**src/rtl/vending_pkg.sv**
```systemverilog
// Shared types and constants for the parametrised vending controller.
package vending_pkg;

    typedef enum logic [1:0] {
        IDLE    = 2'd0,
        COLLECT = 2'd1,
        CHANGE  = 2'd2,
        VEND    = 2'd3
    } state_e;

    localparam logic [2:0] COIN_NONE = 3'd0;
    localparam logic [2:0] COIN_1    = 3'd1;
    localparam logic [2:0] COIN_2    = 3'd2;
    localparam logic [2:0] COIN_5    = 3'd5;

    function automatic logic coin_legal(input logic [2:0] code);
        return (code == COIN_1) || (code == COIN_2) || (code == COIN_5);
    endfunction

endpackage

```
**src/rtl/vending_if.sv**
```systemverilog
// Coin-acceptor inputs and dispenser/hopper outputs of the vending controller.
interface vending_if;
    logic [2:0] coin;
    logic       cancel;
    logic       coffee;
    logic [2:0] rem;
    logic       busy;
    logic       coin_reject;

    modport master (output coin, cancel, input coffee, rem, busy, coin_reject);
    modport slave  (input coin, cancel, output coffee, rem, busy, coin_reject);
endinterface

```
**src/rtl/vending_change.sv**
```systemverilog
// Splits an amount into one bounded change chunk and the remainder still owed.
module vending_change #(
    parameter int CREDIT_W = 4,
    parameter int MAX_CHG  = 2
) (
    input  logic [CREDIT_W-1:0] amount_i,
    output logic [CREDIT_W-1:0] chunk_o,
    output logic [CREDIT_W-1:0] rest_o
);
    localparam logic [CREDIT_W-1:0] MAX_C = CREDIT_W'(MAX_CHG);

    assign chunk_o = (amount_i > MAX_C) ? MAX_C : amount_i;
    assign rest_o  = amount_i - chunk_o;
endmodule

```
**src/rtl/vending_ctrl_p.sv**
```systemverilog
// Coin vending controller: credit accumulation, bounded change payout, refund, vend.
// state   | meaning
// IDLE    | no credit held
// COLLECT | 0 < credit < PRICE
// CHANGE  | paying chg_left out; refund_q picks vend or abort afterwards
// VEND    | coffee pulse cycle
module vending_ctrl_p
    import vending_pkg::*;
#(
    parameter int PRICE    = 3,
    parameter int MAX_CHG  = 2,
    parameter int CREDIT_W = 4
) (
    input  logic     clk,
    input  logic     firstinit,
    vending_if.slave bus
);
    if (PRICE < 1 || PRICE > 15 || MAX_CHG < 1 || MAX_CHG > 7 ||
        CREDIT_W < 3 || CREDIT_W > 30 || (2 ** CREDIT_W) <= PRICE + 4) begin : g_bad_param
        $error("vending_ctrl_p: illegal PRICE/MAX_CHG/CREDIT_W combination");
    end

    localparam logic [CREDIT_W-1:0] PRICE_C = CREDIT_W'(PRICE);

    state_e              state_q;
    logic [CREDIT_W-1:0] credit_q;
    logic [CREDIT_W-1:0] chg_left_q;
    logic                refund_q;
    logic                coffee_q;
    logic                reject_q;
    logic [2:0]          rem_q;

    logic [CREDIT_W-1:0] coin_w;
    logic [CREDIT_W-1:0] sum;
    logic [CREDIT_W-1:0] excess;
    logic [CREDIT_W-1:0] chg_in;
    logic [CREDIT_W-1:0] chunk;
    logic [CREDIT_W-1:0] rest;
    logic                cancel_hit;
    logic                coin_nz;

    assign coin_w     = CREDIT_W'(bus.coin);
    assign sum        = credit_q + coin_w;
    assign excess     = sum - PRICE_C;
    assign coin_nz    = (bus.coin != COIN_NONE);
    assign cancel_hit = (state_q == COLLECT) && bus.cancel;

    // One splitter serves overpay, refund and ongoing payout; the state picks its input.
    assign chg_in = (state_q == CHANGE) ? chg_left_q :
                    cancel_hit          ? credit_q   : excess;

    vending_change #(
        .CREDIT_W (CREDIT_W),
        .MAX_CHG  (MAX_CHG)
    ) u_change (
        .amount_i (chg_in),
        .chunk_o  (chunk),
        .rest_o   (rest)
    );

    always_ff @(posedge clk) begin
        if (firstinit) begin
            state_q    <= IDLE;
            credit_q   <= '0;
            chg_left_q <= '0;
            refund_q   <= 1'b0;
            coffee_q   <= 1'b0;
            reject_q   <= 1'b0;
            rem_q      <= 3'd0;
        end else begin
            coffee_q <= 1'b0;
            reject_q <= 1'b0;
            rem_q    <= 3'd0;
            case (state_q)
                IDLE, COLLECT: begin
                    if (cancel_hit) begin
                        reject_q   <= coin_nz;
                        rem_q      <= 3'(chunk);
                        chg_left_q <= rest;
                        refund_q   <= 1'b1;
                        credit_q   <= '0;
                        state_q    <= CHANGE;
                    end else if (coin_legal(bus.coin)) begin
                        if (sum < PRICE_C) begin
                            credit_q <= sum;
                            state_q  <= COLLECT;
                        end else if (sum == PRICE_C) begin
                            coffee_q <= 1'b1;
                            credit_q <= '0;
                            state_q  <= VEND;
                        end else begin
                            rem_q      <= 3'(chunk);
                            chg_left_q <= rest;
                            refund_q   <= 1'b0;
                            credit_q   <= '0;
                            state_q    <= CHANGE;
                        end
                    end else if (coin_nz) begin
                        reject_q <= 1'b1;
                    end
                end
                CHANGE: begin
                    reject_q <= coin_nz;
                    if (chg_left_q != '0) begin
                        rem_q      <= 3'(chunk);
                        chg_left_q <= rest;
                    end else if (!refund_q) begin
                        coffee_q <= 1'b1;
                        state_q  <= VEND;
                    end else begin
                        state_q <= IDLE;
                    end
                end
                VEND: begin
                    reject_q <= coin_nz;
                    state_q  <= IDLE;
                end
                default: state_q <= IDLE;
            endcase
        end
    end

    assign bus.coffee      = coffee_q;
    assign bus.rem         = rem_q;
    assign bus.coin_reject = reject_q;
    assign bus.busy        = (state_q == CHANGE) || (state_q == VEND);
endmodule

```
**src/flat_wrapper.sv**
```systemverilog
// flat-port wrapper written by rule: the top's interface ports become plain ports
module vending_ctrl_p_flat import vending_pkg::*;
#(
    parameter int PRICE    = 3,
    parameter int MAX_CHG  = 2,
    parameter int CREDIT_W = 4
)
  (clk, firstinit, bus_coin, bus_cancel, bus_coffee, bus_rem, bus_busy, bus_coin_reject);
  vending_if bus_i ();
  input  logic clk;
  input  logic firstinit;
  input wire logic [$bits(bus_i.coin)-1:0] bus_coin;
  input wire logic [$bits(bus_i.cancel)-1:0] bus_cancel;
  output wire logic [$bits(bus_i.coffee)-1:0] bus_coffee;
  output wire logic [$bits(bus_i.rem)-1:0] bus_rem;
  output wire logic [$bits(bus_i.busy)-1:0] bus_busy;
  output wire logic [$bits(bus_i.coin_reject)-1:0] bus_coin_reject;
  assign bus_i.coin = bus_coin;
  assign bus_i.cancel = bus_cancel;
  assign bus_coffee = bus_i.coffee;
  assign bus_rem = bus_i.rem;
  assign bus_busy = bus_i.busy;
  assign bus_coin_reject = bus_i.coin_reject;
  vending_ctrl_p #(.PRICE(PRICE), .MAX_CHG(MAX_CHG), .CREDIT_W(CREDIT_W)) u_core (.clk(clk), .firstinit(firstinit), .bus(bus_i));
endmodule
```
**config.mk**
```make
export PLATFORM = sky130hd
export DESIGN_NAME = vending_ctrl_p_flat
export DESIGN_NICKNAME = d
export VERILOG_FILES = /design/src/rtl/vending_pkg.sv /design/src/rtl/vending_if.sv /design/src/rtl/vending_change.sv /design/src/rtl/vending_ctrl_p.sv /design/src/flat_wrapper.sv
export SDC_FILE = /design/constraint.sdc
export NUM_CORES = 1
export LEC_CHECK = 0
export ABC_AREA = 1
export CAP_MARGIN = 20
export CORE_ASPECT_RATIO = 0.9
export CORE_MARGIN = 8
export CORE_UTILIZATION = 54
export CTS_BUF_LIST = sky130_fd_sc_hd__clkbuf_4 sky130_fd_sc_hd__clkbuf_8 sky130_fd_sc_hd__clkbuf_16
export DETAILED_ROUTE_END_ITERATION = 12
export PLACE_DENSITY = 0.89
export SYNTH_ARGS = -nofsm -noshare
export SYNTH_HDL_FRONTEND = slang
export SYNTH_SLANG_ARGS = --single-unit
export TNS_END_PERCENT = 5
```
**constraint.sdc**
```tcl
create_clock -name clk -period 2.71 [get_ports clk]
set_input_delay 0.542 -clock clk [delete_from_list [all_inputs] [get_ports clk]]
set_output_delay 0.542 -clock clk [all_outputs]
set_load 0.05 [all_outputs]
```
==> results.py <==
metrics = {
    "outcome": {
        "run_status": "finished clean",
    },
    "timing": {
        "worst_pin_slew_ns": 0.506,
        "skew_ns": 0.00742,
        "timing.final.setup_violations": 0,
        "finalHoldViolCount": 0,
        "timing.final.max_slew_violations": 0,
        "slew-limit-headroom_pct": 66.1,
        "period_needed_ns": 2.48,
        "final_critical_path_setup_slack_ns": 0.230,
        "final_min_period_over_clock_period_pct": 91.5,
        "setup_tns_ns": 0,
        "unrepaired_setup_endpoints_after_global_routing": "no",
        "max_freq_mhz": 403,
    },
    "yosys": {
        "xor_and_xnor_area_share_after_synthesis_pct": 0.867,
        "synthArstFlopShare_pct": 0,
        "synth.yosys.seq_area_share_pct": 31.7,
        "synth-seq-cells": 16,
        "portion_of_netlist_area_occupied_by_mux_cells_pct": 0,
        "dominant_combinational_cell_family_by_area_after_synthesis": "simple AND/OR/NAND/NOR gates",
        "syn-cell-area_um2": 1010,
        "synth_enable_flop_cells": 0,
        "synth_nets": 159,
        "post_synth_and_or_nand_nor_area_fraction_pct": 33.7,
        "synth_cell_types": 30,
        "synth_adder_area_share_pct": 8.18,
        "synth_compound_area_share_pct": 16.6,
        "synthCells": 147,
        "synth-warning-count": 0,
        "synth_ff_type": "dfxtp_1",
        "syn_avg_cell_area_um2": 6.87,
    },
    "final_layout": {
        "num_antenna_cells": 0,
        "layout-drive-gt1-share_pct": 20.8,
        "multi_input_area_um2": 623,
        "synthToLayoutAreaGrowth_pct": 24.5,
        "final.fill_count": 134,
        "layout.area.seq_um2": 320,
        "nets": 181,
    },
    "power_and_ir_drop": {
        "maximum_vdd_ir_drop_uv": 631,
        "seqPwrFrac_pct": 26.2,
        "power-per-cell-area_nw_per_um2": 1110,
        "comb_power_share_pct": 62.4,
        "pwr-share-clk_pct": 11.4,
        "power_switching_uw": 680,
        "proportion_of_total_power_due_to_net_switching_pct": 48.7,
        "cellInternalPower_uw": 717,
        "power.static_leakage_uw": 0.000583,
        "power_uw": 1400,
    },
    "critical_path": {
        "critical_path.n_buffers_inverters": 4,
        "slowest_delay_ns": 0.41,
        "critical_path.most_common_cell": "ha_2",
        "worst_ep_arrival_time_ns": 2.65,
        "worstPathCellList": "dlygate4sd2_1 > ha_2 > inv_1 > fa_1 > inv_1 > ha_2 > inv_2 > nand3_1 > nand3_1 > nand2_1 > nand2_2 > o22ai_2 > ha_2 > nand2_1 > a21oi_1",
        "crit_path_start_kind": "input pin",
        "cp_top_family": "adder cells",
        "crit_type": "in -> reg",
        "required_ns": 2.88,
        "critical_path.max_fanout": 3,
        "cp-end-kind": "flip-flop",
        "crit_slowest_cell": "fa_1",
    },
    "grt": {
        "antenna_found_initial": 0,
        "first_global_vias": 968,
        "groute.usage.overall_pct": 15.2,
        "largest_net_degree_at_the_start_of_global_routing": 11,
        "global_route.overflow_total": 0,
        "wire_length_of_the_first_global_routing_pass_um": 4210,
    },
    "die": {
        "placeable_core_region_um2": 1840,
        "boundaryPins": 12,
        "die_y_um": 57.0,
        "die_width_um": 61.6,
        "start_util_pct": 54.9,
        "die-area_um2": 3510,
        "rows": 15,
    },
    "route": {
        "wl_per_cell_um": 12.7,
        "drt-initial-drc-count": 52,
        "drt.antenna.violating_nets": 0,
        "vias_per_cell": 5.21,
        "drt_drc_violations_left": 0,
        "vias": 1006,
        "drt-total-wl_um": 2450,
        "drt-pass1-iter-count": 4,
    },
    "clocking": {
        "max_root_sink_buffers": 2,
        "tritoncts.num_buffers": 3,
        "tritoncts": "built",
        "clockRootBuffer": "clkbuf_4",
        "clock-sinks": 16,
        "clkSlewWorstSetupHoldPaths_ns": 0.10,
        "holdBufCountCts": 0,
        "cts-htree-levels": 1,
        "clk-insertion-delay-late_ns": 0.29,
    },
    "placement": {
        "dpl_worst_slack_ns": -0.400,
        "detailedPlacementHpwl_um": 1980,
        "gp_congestion": 0.852,
        "buffers_on_ports": 11,
    },
    "worst_hold_path": {
        "hold_class": "reg -> reg",
    },
    "flow_run": {
        "drv.max_cap_violation_count": 0,
    },
}
## layer usage
metal	share of wire, %	wire, µm	global-route usage [%]
met5	0	0	0
met4	1.9	46	4.87
met3	6.3	154	4.26
met2	47	1160	24.2
met1	44	1090	18.8
## registers in the layout, summed over array words and instances, names as in the netlist
name and cells:
u_core.bus.rem 3, u_core.credit_q 4, u_core.bus.coffee 1, u_core.refund_q 1
u_core.state_q 2, u_core.chg_left_q 4, u_core.bus.coin_reject 1
## cells in the final DEF, fill, tap and decap left out
master and n:
nand2_2 3, o21ai_0 4, nor2_4 2, nand2_4 1, xor2_1 1, dfxtp_1 16, o22ai_2 1, o21ai_2 3
inv_2 5, or2_1 1, clkbuf_8 1, a31oi_1 1, nand3b_1 1, clkdlybuf4s50_1 9, o21ai_1 3, fa_1 1
nand3_1 16, buf_4 8, nor2_2 3, nand2_1 30, inv_1 15, nor4_1 1, nor3_1 3, conb_1 2
ha_1 2, dlygate4sd2_1 1, a21oi_1 14, dlymetal6s2s_1 1, a22oi_1 1, clkbuf_4 3, nor2_1 9, a211oi_1 1
a21oi_2 1, nand3_2 1, ha_2 3
## path summary, 6_finish.rpt
kind / startpoint / end / slack, ns / depth (start not counted)
worst max-delay path: bus_coin[0] / u_core.chg_left_q[1] / 0.23 / 15
worst min-delay path: u_core.credit_q[2] / u_core.credit_q[2] / 0.49 / 2
worst max register to register: u_core.credit_q[0] / u_core.chg_left_q[1] / 0.33 / 14
worst min register to register: u_core.credit_q[2] / u_core.credit_q[2] / 0.49 / 2
## power by group through the flow
| stage | clock network (µW) | logic (µW) | registers, µW |
|---|---|---|---|
| after global placement | 0 | 792 | 369 |
| final | 160 | 872 | 366 |
| after CTS | 161 | 843 | 366 |
| after global routing | 170 | 961 | 374 |
| after detailed placement | 0 | 830 | 371 |
| after floorplan | 0 | 563 | 409 |
## area by class of cell
class | count | area share [%]
multi-input cells | 109 | 49.6
flip-flops and latches | 16 | 25.5
repair buffers | 19 | 13.6
inverters | 20 | 5.97
clock buffers | 4 | 2.89
well taps | 25 | 2.49
## repair_timing
item / CTS / global route
setup buffers: 0 / 0
gates resized for setup: 4 / 5
pin swaps: 0 / 1
setup endpoints to repair: 2 / 2
## worst register-to-register path: cells and delay by family (launching register included)
family	cells	cell delay, ns
and+or+nand+nor	5	0.36
buffers and inverters	3	0.21
AOI/OAI and AO/OA	2	0.18
DFF	1	0.39
adders and majority gates	4	1.13
## per-stage QoR
step           hold WS (ns)  utilization (%)  instance area [µm²]  instances
6_report              0.494             68.4                 1260        193
5_1_grt               0.517             68.4                 1260        193
2_1_floorplan         0.435                -                 1010        147
4_1_cts               0.490             67.8                 1250        193
3_3_place_gp          0.445             65.4                 1200        189
3_5_place_dp          0.471             65.4                 1200        189
## cell families (layout without fill, tap and decap cells)
logic type	after synthesis	after routing
XOR/XNOR	1	1
AND/OR/NAND/NOR	71	71
other	2	2
adder cells (fa/ha/maj)	6	6
AO/OA/AOI/OAI	29	29
buffers and inverters	22	43
flip-flops	16	16
## cells in the mapped netlist (2+ instances only)
| library cell | number | area, µm² |
|---|---|---|
| nor3_1 | 3 | 15.0 |
| nor2_4 | 2 | 22.5 |
| inv_1 | 17 | 63.8 |
| nand2_1 | 31 | 116 |
| nand3_1 | 16 | 80.1 |
| conb_1 | 2 | 7.51 |
| a21oi_1 | 14 | 70.1 |
| nor2_2 | 3 | 18.8 |
| inv_2 | 3 | 11.3 |
| o21ai_0 | 4 | 20.0 |
| o21ai_2 | 3 | 26.3 |
| nand2_2 | 2 | 12.5 |
| dfxtp_1 | 16 | 320 |
| nor2_1 | 9 | 33.8 |
| o21ai_1 | 3 | 15.0 |
| ha_1 | 5 | 62.6 |
Note: power is estimated with default switching activity, not from simulation.
